===== src/rtl/bus_region_decoder_pkg.sv =====
// bus_region_decoder_pkg: shared state encoding, region indices and field widths
package bus_region_decoder_pkg;
  typedef enum logic [1:0] {S_IDLE, S_WAIT, S_FLASH, S_ACK} state_t;
  localparam int WS_WIDTH = 4;
  localparam int CNT_WIDTH = 16;
  localparam int REGION_CPU_RAM = 0;
  localparam int REGION_VDP = 1;
  localparam int REGION_STATUS = 2;
  localparam int REGION_DSP = 3;
  localparam int REGION_PAD = 4;
  localparam int REGION_COP_RAM = 5;
endpackage


===== src/rtl/bus_region_decoder_wait_counter.sv =====
// bus_region_decoder_wait_counter: loadable up/down counter with terminal-value flag
module bus_region_decoder_wait_counter
  import bus_region_decoder_pkg::*;
(
  input  logic                 clk,
  input  logic                 reset,
  input  logic                 load,
  input  logic                 step,
  input  logic                 up,
  input  logic [CNT_WIDTH-1:0] value,
  input  logic [CNT_WIDTH-1:0] term,
  output logic                 done
);
  logic [CNT_WIDTH-1:0] count;
  // load takes priority over stepping
  always_ff @(posedge clk)
    if (reset) count <= '0;
    else if (load) count <= value;
    else if (step) count <= up ? count + 1'b1 : count - 1'b1;
  assign done = count == term;
endmodule


===== src/rtl/bus_region_decoder.sv =====
// bus_region_decoder: native-bus region decoder with wait states, flash timeout and bus errors
module bus_region_decoder
  import bus_region_decoder_pkg::*;
#(
  parameter int ADDR_WIDTH = 20,
  parameter int REGION_BITS = 3,
  parameter logic [2**REGION_BITS-1:0] REGION_MASK = 8'b0011_1111,
  parameter logic [WS_WIDTH*(2**REGION_BITS)-1:0] WAIT_STATES = 32'h0000_0000,
  parameter int FLASH_TIMEOUT = 255
) (
  input  logic                     clk,
  input  logic                     reset,
  input  logic [ADDR_WIDTH-1:0]    cpu_address,
  input  logic                     cpu_mem_valid,
  input  logic [3:0]               cpu_wstrb,
  output logic                     cpu_mem_ready,
  output logic                     bus_error,
  output logic [ADDR_WIDTH-1:0]    error_address,
  output logic [2**REGION_BITS-1:0] region_en,
  output logic [2**REGION_BITS-1:0] region_write_en,
  output logic                     flash_read_en,
  input  logic                     flash_ready
);
  localparam int REGIONS = 2**REGION_BITS;
  state_t state, next;
  logic [REGION_BITS-1:0] region;
  logic [WS_WIDTH-1:0] ws;
  logic flash, mapped, active, err, done;
  assign region = cpu_address[ADDR_WIDTH-2 -: REGION_BITS];
  assign flash = cpu_address[ADDR_WIDTH-1];
  assign mapped = REGION_MASK[region];
  assign ws = WAIT_STATES[region*WS_WIDTH +: WS_WIDTH];
  assign active = cpu_mem_valid && !reset && state != S_ACK;
  assign region_en = (active && !flash && mapped) ? REGIONS'(1) << region : '0;
  assign region_write_en = |cpu_wstrb ? region_en : '0;
  assign flash_read_en = active && flash;
  bus_region_decoder_wait_counter u_counter (
    .clk   (clk),
    .reset (reset),
    .load  (state == S_IDLE),
    .step  (state == S_WAIT || state == S_FLASH),
    .up    (state == S_FLASH),
    .value (flash ? '0 : CNT_WIDTH'(ws) - 1'b1),
    .term  (state == S_FLASH ? CNT_WIDTH'(FLASH_TIMEOUT - 2) : '0),
    .done  (done)
  );
  // next-state and error-pending decision; dropped valid abandons the access
  always_comb begin
    next = state;
    err = 1'b0;
    case (state)
      S_IDLE: begin
        next = !cpu_mem_valid ? S_IDLE :
               flash ? ((flash_ready || FLASH_TIMEOUT == 1) ? S_ACK : S_FLASH) :
               (!mapped || ws == '0) ? S_ACK : S_WAIT;
        err = cpu_mem_valid && (flash ? !flash_ready && FLASH_TIMEOUT == 1 : !mapped);
      end
      S_WAIT: next = !cpu_mem_valid ? S_IDLE : done ? S_ACK : S_WAIT;
      S_FLASH: begin
        next = !cpu_mem_valid ? S_IDLE : (flash_ready || done) ? S_ACK : S_FLASH;
        err = cpu_mem_valid && !flash_ready && done;
      end
      default: next = S_IDLE;
    endcase
  end
  // state plus registered acknowledge, error pulse and error address capture
  always_ff @(posedge clk)
    if (reset) begin
      state <= S_IDLE;
      cpu_mem_ready <= 1'b0;
      bus_error <= 1'b0;
      error_address <= '0;
    end else begin
      state <= next;
      cpu_mem_ready <= next == S_ACK;
      bus_error <= next == S_ACK && err;
      if (next == S_ACK && err) error_address <= cpu_address;
    end
endmodule


===== config.mk =====
export PLATFORM = sky130hd
export DESIGN_NAME = bus_region_decoder
export DESIGN_NICKNAME = d
export VERILOG_FILES = /design/src/rtl/bus_region_decoder_pkg.sv /design/src/rtl/bus_region_decoder_wait_counter.sv /design/src/rtl/bus_region_decoder.sv
export SDC_FILE = /design/constraint.sdc
export NUM_CORES = 1
export LEC_CHECK = 0
export CAP_MARGIN = 10
export CORE_MARGIN = 2
export CORE_UTILIZATION = 42
export CTS_CLUSTER_SIZE = 8
export DETAILED_ROUTE_END_ITERATION = 8
export DONT_BUFFER_PORTS = 1
export GPL_TIMING_DRIVEN = 0
export SLEW_MARGIN = 20
export SYNTH_ARGS = -nofsm -noshare
export SYNTH_HDL_FRONTEND = slang
export SYNTH_SLANG_ARGS = --single-unit

===== constraint.sdc =====
create_clock -name clk -period 5.14 [get_ports clk]
set_input_delay 1.028 -clock clk [delete_from_list [all_inputs] [get_ports clk]]
set_output_delay 1.028 -clock clk [all_outputs]
set_load 0.02 [all_outputs]

# After elaboration in Yosys (flattened, before gate mapping)
# Memories as Yosys holds them, arrays and structs flattened.
# Index checks and enable logic that the tools add are counted.
# totals
register_bits	40
romBits	8
in_bits	28
out_inout_bits	39
memories	1
# mem_list
name	depth	width	read_ports	rd_clocked_by_memory_dff	wr	line	text
(no name shown)	8	1	1	0	0	bus_region_decoder.sv:31	assign mapped = REGION_MASK[region];
# classes
add_sub_neg	3
n_lt_le_gt_ge	1
n_eq_ne	5
shift	2
mux	19
n_reduce_logical	20
# ops
operator	n
16-bit 2-to-1 mux	4
32-bit by 6-bit variable part select with 4-bit output (first input constant)	1
8-bit 2-to-1 mux	3
16-bit by 1-bit adder with 16-bit output (second input constant)	1
16-bit by 8-bit == test with 1-bit output	1
16-bit by 1-bit subtractor with 16-bit output (second input constant)	1
2-bit 2-to-1 mux	6
1-bit logical AND	9
1-bit by 3-bit << shifter with 8-bit output (first input constant)	1
2-bit case mux with 3 select lines	1
4-bit by 1-bit subtractor with 5-bit output (second input constant)	1
2-bit == test (second input constant)	2
1-bit logical NOT	4
4-bit logical NOT	1
3-bit by 4-bit less-than comparator with 1-bit output (second input constant)	1
1-bit 2-to-1 mux	4
4-bit OR reduction	1
1-bit logical OR	3
2-bit by 1-bit == test with 1-bit output (second input constant)	1
2-bit logical NOT	1
2-bit inequality test (second input constant)	1
1-bit case mux with 2 select lines	1
2-bit nonzero test	1

# Logic depth before layout (Yosys ltp)
# Gate-level depths: netlist of run 1.
# depth
word_depth	10
ltp_mapped	11
depth_no_buf	9

# Hierarchy
# Synthesis of run 1 repeated with hierarchy kept, for this count alone.
# hier_totals
hier_cells	347
area_unflattened_um2	2801.4
# by_module_without_submodules
module	n_inst	cells_per_inst	area_per_inst_um2
bus_region_decoder_wait_counter	1	208	1622.8
bus_region_decoder	1	139	1178.6

# Worst setup path after synthesis of run 1
# No wires, ideal clock.
# synth_path
kind	in2out
startpoint	input reset
endpoint	output region_write_en[0]
t_arrival_ns	2.555
t_required_ns	4.112
path_slack_ns	1.557
stages	6
cell_sequence	clkbuf_8 nor2b_1 nand2_1 or3_1 or2_2 nor3_1
# synth_between
elab_chain_cells	7
# synth_rtl
element	line	text
start, declared	bus_region_decoder.sv:12	input logic reset,
1-bit logical NOT	bus_region_decoder.sv:33	assign active = cpu_mem_valid && !reset && state != S_ACK;
1-bit logical AND (2 in series)	bus_region_decoder.sv:33	
1-bit logical AND (2 in series)	bus_region_decoder.sv:34	assign region_en = (active && !flash && mapped) ? REGIONS'(1) << region : '0;
8-bit 2-to-1 mux	bus_region_decoder.sv:34	
8-bit 2-to-1 mux	bus_region_decoder.sv:35	assign region_write_en = |cpu_wstrb ? region_en : '0;
end, declared	bus_region_decoder.sv:20	output logic [2**REGION_BITS-1:0] region_write_en,
# Every way passes these cells.

# Final worst setup path of run 1
# Same ends and word-level chain as after synthesis.

==> out/qor.txt, run 1 <==
status - finished, final reports clean
synthesis-to-finish area growth - 8.43%
Power Dens Cells - 338 mW/mm2
cts hold-fix bufs - 0
Worst Tran Pin Value - 903 ps
Worst path max stage delay - 490 ps
Hold WC Path Type - flip-flop to flip-flop
Synth Area in Adders - 7.47%
CORE AREA - 0.00596 mm2
CTS buffer count - 5
RSZ-0062 raised after global routing - no
GRT overflow - 0
vias in the first global route - 2050
DRC Markers - 0
skew final - 2.07 ps
CP top delay family - simple AND/OR/NAND/NOR gates
endpoint type of the worst setup path - output port
number of fill cells in the layout - 600
layout cells sized above 1 - 7.72%
Worst Setup Path Type - input pin to output port
RD Place Congestion - 0.842
clock sinks - 40
most common cell after layout, fill and taps aside - nor2_1
Tot GR Track Use - 16.8%
Fin Setup TNS - 0 ps
synthesized flop and latch total - 40
Die Span Y - 82.9 um
vias - 2196
post-synthesis simple-gate area fraction - 21.0%
Synth Area in Compound Gates - 18.8%
worst-skew pair later-pin latency - 300 ps
Syn Inst Count - 313
First DRT Iteration DRCs - 122
# diodes - 0
main combinational cell family by area after synthesis - simple AND/OR/NAND/NOR gates
final worst path period need - 3720 ps
global-route wire length before repair - 9660 um
Hold Vio Cnt, Final - 0
cell-by-cell trace of the critical path - clkbuf_8 -> nor2b_1 -> nand2_1 -> or3_1 -> or2_2 -> nor3_1
initial antenna violation count - 0
wire per inst - 14.6 um
setup violators final - 0
M1 wire length - 2730 um
fmax - 269 MHz
Worst path slowest cell - nor3_1
number of synthesized flops with an enable pin - 0
WP buf/inv - 1
yosys warns - 0
crit path launch type - input pin
Post-CTS Setup Bufs - 0
Clock Pin Slew Worst Setup and Hold Paths - 80 ps
Netlist cell types - 53
syn avg cell area - 8.34 um2
static leakage - 1.27 nW
CTS-repair resized insts - 0
Routed WL - 5840 um
placement row count - 28
Max-slew headroom - 39.2%
CTS root buffer - clkbuf_8
max_cap viols - 0
synthesized area - 0.00261 mm2
cell taking the most area after synthesis - dfxtp_1
IO Count - 67
worst path required time - 4110 ps
Synth Area in XOR/XNOR - 3.64%
H-tree depth - 2
top cells by area, synth - dfxtp_1, mux2i_1, ha_1, nor2_1, a21oi_1
drt pass-1 iters - 4
vias per cell - 5.50
Final #Nets - 366
mux cell area share after synthesis - 10.3%
CTS tree - done
asr flop ratio synth - 0%
Arr. time, crit path - 2690 ps
Met3 Wirelength - 339 um
dpl hpwl - 4380 um
Main synth FF type - dfxtp_1
die span in x - 82.9 um
Routed Antenna Nets - 0
Hold Slack - 497 ps
Max IR drop VDD - 154 uV
commonest cells after routing, fill and taps aside - nor2_1, dfxtp_1, a21oi_1
Final Cycle Share - 72.4%
Slew Viols, Final - 0
Synth top area share - 30.7%
CP max FO - 8
clk buf depth - 2
die area - 0.00686 mm2
register area share after synthesis - 30.7%
highest metal used - met4
wire length on met2 - 2720 um
PortBufs - 0
pin count of the biggest net entering global routing - 20
effective utilization at floorplan - 43.8%
==> cell type report <==
type	count	area, um2	area share, %
Buffer	19	165	5.83
Clock buffer	5	68.8	2.43
Clock inverter	3	46.3	1.63
Inverter	11	41.3	1.46
Multi-Input combinational cell	246	1620	57.0
Sequential cell	40	801	28.3
Tap cell	75	93.8	3.31
==> cells in the mapped netlist (all sizes together), types with 2 or more instances <==
cell type	instances
nand3	8
dlygate4sd3	2
nor4	3
a31oi	4
a21o	4
o31a	2
clkbuf	8
xnor2	6
nand2	27
o21bai	4
ha	14
o21a	3
nor3	10
a311oi	2
o31ai	2
a211oi	6
or3	5
nor2	41
or4	2
o21ai	15
a21oi	29
and2	2
inv	11
mux2i	27
buf	9
nand2b	6
xor2	4
or2	2
dfxtp	40
==> stage by stage <==
step           total power, mW  cells  util (%)  setup WS (ps)  cell area (um2)
2_1_floorplan            0.629    316         -           1560             2620
3_3_place_gp             0.689    391      45.6           1390             2720
3_5_place_dp             0.691    391      45.6           1400             2720
4_1_cts                  0.963    399      47.5           1390             2830
5_1_grt                   1.02    399      47.5           1290             2830
6_report                 0.957    399      47.5           1420             2830
==> flip-flops by register name (all words and copies together) (netlist names) <==
signal,flops
bus_error,1
cpu_mem_ready,1
error_address,20
state,2
u_counter.count,16
==> metal layers <==
layer	global-route usage (%)	vias to the layer above
met3	4.27	6
met1	21.8	994
met4	3.58	0
met2	28.4	64
met5	0	-
li1	-	1132
==> tightest hold or removal path: cells and delay by family, from the launching register on <==
family | cells | cell delay [ps]
DFF | 1 | 320
and+or+nand+nor | 1 | 50
AOI/OAI and AO/OA | 1 | 80
==> final timing paths <==
kind                      startpoint                  to  slack (ps)  cells past startpoint
setup / recovery               reset  region_write_en[0]        1420                      6
hold / removal    u_counter.count[6]  u_counter.count[6]         500                      2
setup reg to reg            state[0]    error_address[7]        1560                     11
hold reg to reg   u_counter.count[6]  u_counter.count[6]         500                      2
==> cell families after synthesis <==
logic type,after synthesis
adder cells (fa/ha/maj),15
XOR/XNOR,10
flip-flops,40
other,1
AO/OA/AOI/OAI,79
multiplexers,27
buffers and inverters,30
AND/OR/NAND/NOR,111
==> where the power goes <==
| group | internal, mW | total, mW | leakage [nW] | switching, mW |
|---|---|---|---|---|
| combinational | 0.139 | 0.333 | 0.885 | 0.194 |
| sequential | 0.332 | 0.354 | 0.328 | 0.0227 |
| clock | 0.146 | 0.269 | 0.0548 | 0.123 |
| total | 0.617 | 0.957 | 1.27 | 0.340 |
Note: power is estimated with default switching activity, not from simulation.
==> run 2: changes to the inputs <==
==> constraint.sdc (replaced) <==
create_clock -name clk -period 3.6 [get_ports clk]
set_input_delay 0.72 -clock clk [delete_from_list [all_inputs] [get_ports clk]]
set_output_delay 0.72 -clock clk [all_outputs]
set_load 0.02 [all_outputs]
==> out/qor.txt, run 2 (synthesis results as in run 1) <==
status - finished, final reports clean
GRT overflow - 0 (unchanged)
Max-slew headroom - 39.2% (unchanged)
Slew Viols, Final - 0 (unchanged)
clk buf depth - 2 (unchanged)
Reg power frac - 37.0% (about the same)
cell-by-cell trace of the critical path - nand2b_4 -> ha_1 -> or4b_1 -> or4_4 -> nor4_4 -> a31oi_1 -> or3b_1 -> buf_6 -> buf_12 -> mux2i_1 -> nor2_1
Internal Pwr Total - 882 uW (+43%)
Non-Filler Instances - 399 (unchanged)
Hold Vio Cnt, Final - 0 (unchanged)
Final #Nets - 366 (unchanged)
endpoint type of the worst setup path - flip-flop
most common cell after layout, fill and taps aside - nor2_1
skew final - 2.28 ps (+0.212 ps)
IO Count - 67 (unchanged)
layout cells sized above 1 - 7.72% (unchanged)
Hold WC Path Type - flip-flop to flip-flop
crit path launch type - flip-flop
Routed Antenna Nets - 0 (unchanged)
number of flip-flops under the largest register name - 20 (unchanged)
WP buf/inv - 2 (+1)
Worst Setup Path Type - flip-flop to flip-flop
Final Cycle Share - 95.1%
CTS buffer count - 5 (unchanged)
RD Place Congestion - 0.842 (unchanged)
effective utilization at floorplan - 43.8% (unchanged)
Biggest register - error_address
Die Span Y - 82.9 um (unchanged)
largest registers - error_address (20), u_counter.count (16), state (2)
placement row count - 28 (unchanged)
initial antenna violation count - 0 (unchanged)
fmax - 292 MHz
CP max FO - 19 (+11)
worst-skew pair later-pin latency - 300 ps (about the same)
commonest cells after routing, fill and taps aside - nor2_1, dfxtp_1, a21oi_1
number of fill cells in the layout - 599 (-0.17%)
drt pass-1 iters - 4 (unchanged)
vias - 2203 (+0.32%)
die span in x - 82.9 um (unchanged)
vias in the first global route - 2050 (unchanged)
Power Dens Cells - 482 mW/mm2 (+43%)
Worst Tran Pin Value - 903 ps (unchanged)
placed insts - 391 (unchanged)
Fin Setup TNS - 0 ps (unchanged)
Max IR drop VDD - 220 uV (+43%)
clock share of power - 28.2% (about the same)
max_cap viols - 0 (unchanged)
clock sinks - 40 (unchanged)
wire per inst - 14.7 um (+0.14%)
Tot GR Track Use - 16.8% (unchanged)
worst path required time - 3780 ps (-330 ps)
Switching Share - 35.5% (about the same)
wire length on met2 - 2750 um (+1.3%)
# diodes - 0 (unchanged)
CP top delay family - simple AND/OR/NAND/NOR gates
M1 wire length - 2710 um (-0.88%)
Met3 Wirelength - 348 um (+2.7%)
CORE AREA - 0.00596 mm2 (unchanged)
CTS tree - done
Routed WL - 5850 um (+0.14%)
die area - 0.00686 mm2 (unchanged)
dpl hpwl - 4380 um (unchanged)
Worst path max stage delay - 510 ps (+20 ps)
PortBufs - 0 (unchanged)
Net Switching - 486 uW (+43%)
DRC Markers - 0 (unchanged)
global-route wire length before repair - 9660 um (unchanged)
synthesis-to-finish area growth - 8.62%
highest metal used - met4
RSZ-0062 raised after global routing - no
First DRT Iteration DRCs - 122 (unchanged)
setup violators final - 0 (unchanged)
combinational share of power - 34.8% (about the same)
static leakage - 1.27 nW (+0.20%)
pin count of the biggest net entering global routing - 20 (unchanged)
final worst path period need - 3420 ps
CTS root buffer - clkbuf_8
cts hold-fix bufs - 0 (unchanged)
vias per cell - 5.52 (+0.32%)
Clock Pin Slew Worst Setup and Hold Paths - 90 ps (about the same)
Worst path slowest cell - or4_4
H-tree depth - 2 (unchanged)
Arr. time, crit path - 3610 ps (+920 ps)
==> run 2: final cells by class <==
cell class | count | area (um2) | share of cell area (%)
inverters | 11 | 41.3 | 1.46
clock buffers | 5 | 68.8 | 2.43
clock inverters | 3 | 46.3 | 1.63
multi-input cells | 246 | 1620 | 57.1
flip-flops and latches | 40 | 801 | 28.2
well taps | 75 | 93.8 | 3.31
plain buffers | 19 | 165 | 5.82
==> run 2: final timing paths <==
kind,startpoint,to,slack (ps),depth (start not counted)
max reg2reg,state[1],error_address[7],180,11
min reg2reg,u_counter.count[6],u_counter.count[6],500,2
min,u_counter.count[6],u_counter.count[6],500,2
max,state[1],error_address[7],180,11
==> run 2: power by group through the flow <==
stage,sequential [mW],combinational [mW],clock (mW)
2_1_floorplan,0.507,0.391,0
3_3_place_gp,0.515,0.468,0
3_5_place_dp,0.517,0.469,0
4_1_cts,0.506,0.473,0.396
5_1_grt,0.511,0.535,0.408
6_report,0.506,0.476,0.385
==> run 2: metrics by stage <==
| stage | setup WS (ps) | area, um2 | hold WS [ps] | power, mW | utilization (%) |
|---|---|---|---|---|---|
| after floorplan | 359 | 2620 | 461 | 0.898 | - |
| after global placement | 52.4 | 2720 | 484 | 0.983 | 45.6 |
| after detailed placement | 27.8 | 2720 | 490 | 0.986 | 45.6 |
| after CTS | 23.7 | 2830 | 501 | 1.38 | 47.5 |
| after global routing | 13.8 | 2840 | 521 | 1.45 | 47.6 |
| final | 176 | 2840 | 497 | 1.37 | 47.6 |
==> run 2: timing repair <==
action / in CTS / in global routing
buffers inserted: 0 / 0
gates resized for setup: 0 / 1
setup endpoints to repair: 0 / 19
==> run 2: per-layer routing <==
layer	GRT usage [%]	vias up
met2	28.4	67
met1	21.8	999
li1	-	1133
met4	3.58	0
met5	0	-
met3	4.27	4
==> run 2: worst register-to-register path, cell delays in order (launching register included) <==
cell,delay (ps)
dfxtp_1,460
nand2b_4,230
ha_1,420
or4b_1,440
or4_4,510
nor4_4,250
a31oi_1,130
or3b_1,370
buf_6,140
buf_12,140
mux2i_1,150
nor2_1,50
==> run 3: changes to the inputs <==
--- a/config.mk
+++ b/config.mk
@@ -15,4 +15,5 @@
 export SLEW_MARGIN = 20
 export SYNTH_ARGS = -nofsm -noshare
 export SYNTH_HDL_FRONTEND = slang
+export SYNTH_HIERARCHICAL = 1
 export SYNTH_SLANG_ARGS = --single-unit
==> out/qor.txt, run 3 <==
initial antenna violation count - 0 (unchanged)
cts hold-fix bufs - 0 (unchanged)
cell-by-cell trace of the critical path - inv_1 -> ha_2 -> inv_1 -> ha_1 -> nor2b_4 -> o31a_1 -> o31a_1 -> or3_1 -> a311oi_1 -> nor3_1
CORE AREA - 0.00639 mm2 (+7.2%)
PortBufs - 0 (unchanged)
Netlist cell types - 59 (+11%)
RSZ-0062 raised after global routing - no
number of fill cells in the layout - 650 (+8.5%)
Worst path slowest cell - ha_1
Internal Pwr Total - 890 uW (+0.97%)
Fin Setup TNS - 0 ps (unchanged)
Biggest register - error_address
Net Switching - 479 uW (-1.4%)
global-route wire length before repair - 11300 um (+17%)
Switching Share - 35.0% (-0.54 points)
fmax - 305 MHz (+4.6%)
Power Dens Cells - 447 mW/mm2 (-7.4%)
GRT overflow - 0 (unchanged)
synthesized flop and latch total - 40 (unchanged)
pin count of the biggest net entering global routing - 19 (-5.0%)
asr flop ratio synth - 0% (unchanged)
Worst R2R End - u_counter/count[10]
Synth top cells by count - nand2_1, dfxtp_1, nor2_1, mux2i_1, ha_1
skew final - 12.0 ps (+9.73 ps)
die span in x - 85.7 um (+3.4%)
First DRT Iteration DRCs - 138 (+13%)
CP max FO - 14 (-5)
setup violators final - 0 (unchanged)
Hold Slack - 488 ps (-8.79 ps)
clock sinks - 40 (unchanged)
Arr. time, crit path - 3430 ps (-180 ps)
RD Place Congestion - 0.856 (+1.7%)
Main synth FF type - dfxtp_1
vias in the first global route - 2304 (+12%)
synthesized area - 0.00280 mm2 (+7.3%)
drt pass-1 iters - 4 (unchanged)
syn avg cell area - 8.07 um2 (-3.2%)
Max-slew headroom - 56.7% (+17 points)
Syn Inst Count - 347 (+11%)
max_cap viols - 0 (unchanged)
Reg power frac - 36.9% (about the same)
H-tree depth - 2 (unchanged)
Hold Crit Depth - 1 (-1)
worst path required time - 3760 ps (-20 ps)
endpoint type of the worst setup path - flip-flop
FF-to-FF Start - state[0]
Worst Setup Path Type - flip-flop to flip-flop
static leakage - 1.36 nW (+6.9%)
Final #Nets - 413 (+13%)
wire per inst - 15.9 um (+8.6%)
most common cell after layout, fill and taps aside - nand2_1
clk buf depth - 2 (unchanged)
number of synthesized flops with an enable pin - 0 (unchanged)
top cells by area, synth - dfxtp_1, ha_1, mux2i_1, nand2_1, xnor2_1
Synth top area share - 28.6% (-2.1 points)
worst-skew pair later-pin latency - 300 ps (about the same)
cell taking the most area after synthesis - dfxtp_1
Worst path max stage delay - 450 ps (-60 ps)
synthesis-to-finish area growth - 9.47%
status - finished, final reports clean
vias - 2532 (+15%)
crit path launch type - flip-flop
largest registers - error_address (20), u_counter/count (16), state (2)
Routed WL - 7070 um (+21%)
layout cells sized above 1 - 6.54% (-1.2 points)
crit path capture - u_counter/count[10]
dpl hpwl - 5050 um (+15%)
CTS buffer count - 5 (unchanged)
die area - 0.00734 mm2 (+6.9%)
vias per cell - 5.70 (+3.3%)
Die Span Y - 85.7 um (+3.4%)
Max IR drop VDD - 243 uV (+10%)
CTS root buffer - clkbuf_8
Clock Pin Slew Worst Setup and Hold Paths - 90 ps (about the same)
reg2reg path depth - 10 (-1)
number of flip-flops under the largest register name - 20 (unchanged)
DRC Markers - 0 (unchanged)
final worst path period need - 3270 ps (-150 ps)
CTS-repair resized insts - 1 (+1)
flop2flop setup slack - 330 ps (+150 ps)
Total Power - 1.37 mW (+0.12%)
Hold WC Path Type - input pin to flip-flop
DP Area - 0.00294 mm2 (+8.3%)
clock share of power - 28.9% (+0.7 points)
effective utilization at floorplan - 43.9% (about the same)
Worst Tran Pin Value - 643 ps (-260 ps)
Hold Vio Cnt, Final - 0 (unchanged)
Routed Antenna Nets - 0 (unchanged)
commonest cells after routing, fill and taps aside - nand2_1, dfxtp_1, nor2_1
Post-CTS Setup Bufs - 0 (unchanged)
Tot GR Track Use - 19.1% (+2.3 points)
yosys warns - 6 (+6)
Final Cycle Share - 90.9% (-4.2 points)
Slew Viols, Final - 0 (unchanged)
Design Area, Final - 0.00307 mm2 (+8.1%)
# diodes - 0 (unchanged)
CTS tree - done
placement row count - 29 (+3.6%)
dominant cell by count in the synthesized netlist - nand2_1
crit path from - state[0]
IO Count - 67 (unchanged)
combinational share of power - 34.2% (-0.6 points)
register area share after synthesis - 28.6% (-2.1 points)
-- run 3: logic make-up (layout without fill, tap and decap cells) --
logic type                 after synthesis  in the layout  share of synthesized area, %
and+or+nand+nor                        137            137                          24.6
AOI/OAI and AO/OA                       75             75                          18.5
DFF                                     40             40                          28.6
buffers and inverters                   32             40                          5.00
xor gates and xnor gates                22             22                          6.88
muxes                                   21             21                          7.50
adders and majority gates               19             19                          8.75
other                                    1             13                         0.134
-- run 3: critical path: cells and delay by family (launching register included) --
| kind | cells | cell delay, ps |
|---|---|---|
| buf+inv | 2 | 460 |
| simple gates | 3 | 590 |
| fa+ha+maj | 2 | 860 |
| compound gates | 3 | 870 |
| flops | 1 | 340 |
-- run 3: worst min path at each step --
| stage | slack, ps | start | to |
|---|---|---|---|
| after detailed placement | 560 | error_address[0] | error_address[0] |
| after floorplan | 540 | error_address[0] | error_address[0] |
| final | 490 | reset | bus_error |
| after CTS | 480 | reset | bus_error |
| after global routing | 470 | reset | bus_error |
| after global placement | 550 | error_address[2] | error_address[2] |
-- run 3: per-layer routing --
layer	global-route usage (%)	vias up	wire [um]
met5	0	-	0
met4	6.49	0	88
met3	3.56	8	536
met2	32.8	91	3340
met1	24.1	1158	3110
li1	-	1275	-
-- run 3: layout make-up --
class	instances	area, um2	area share (%)
Clock buffer	6	82.6	2.69
Sequential cell	40	801	26.1
Inverter	12	45.0	1.47
Multi-Input combinational cell	287	1910	62.2
Clock inverter	2	38.8	1.26
Tap cell	77	96.3	3.14
Buffer	20	95.1	3.10
-- run 3: through the flow --
step                instances  utilization (%)  setup WS [ps]
finish                    444             48.0            326
global route              444             48.0           98.4
CTS                       444             48.0            317
detailed placement        436             46.1           2.01
global placement          436             46.1           37.0
floorplan                 359                -            569
-- run 3: power groups by stage --
stage               Sequential (mW)  Combinational, mW  Clock, mW
floorplan                     0.507              0.374          0
global placement              0.515              0.455          0
detailed placement            0.515              0.460          0
CTS                           0.505              0.463      0.404
global route                  0.508              0.523      0.421
finish                        0.505              0.468      0.396
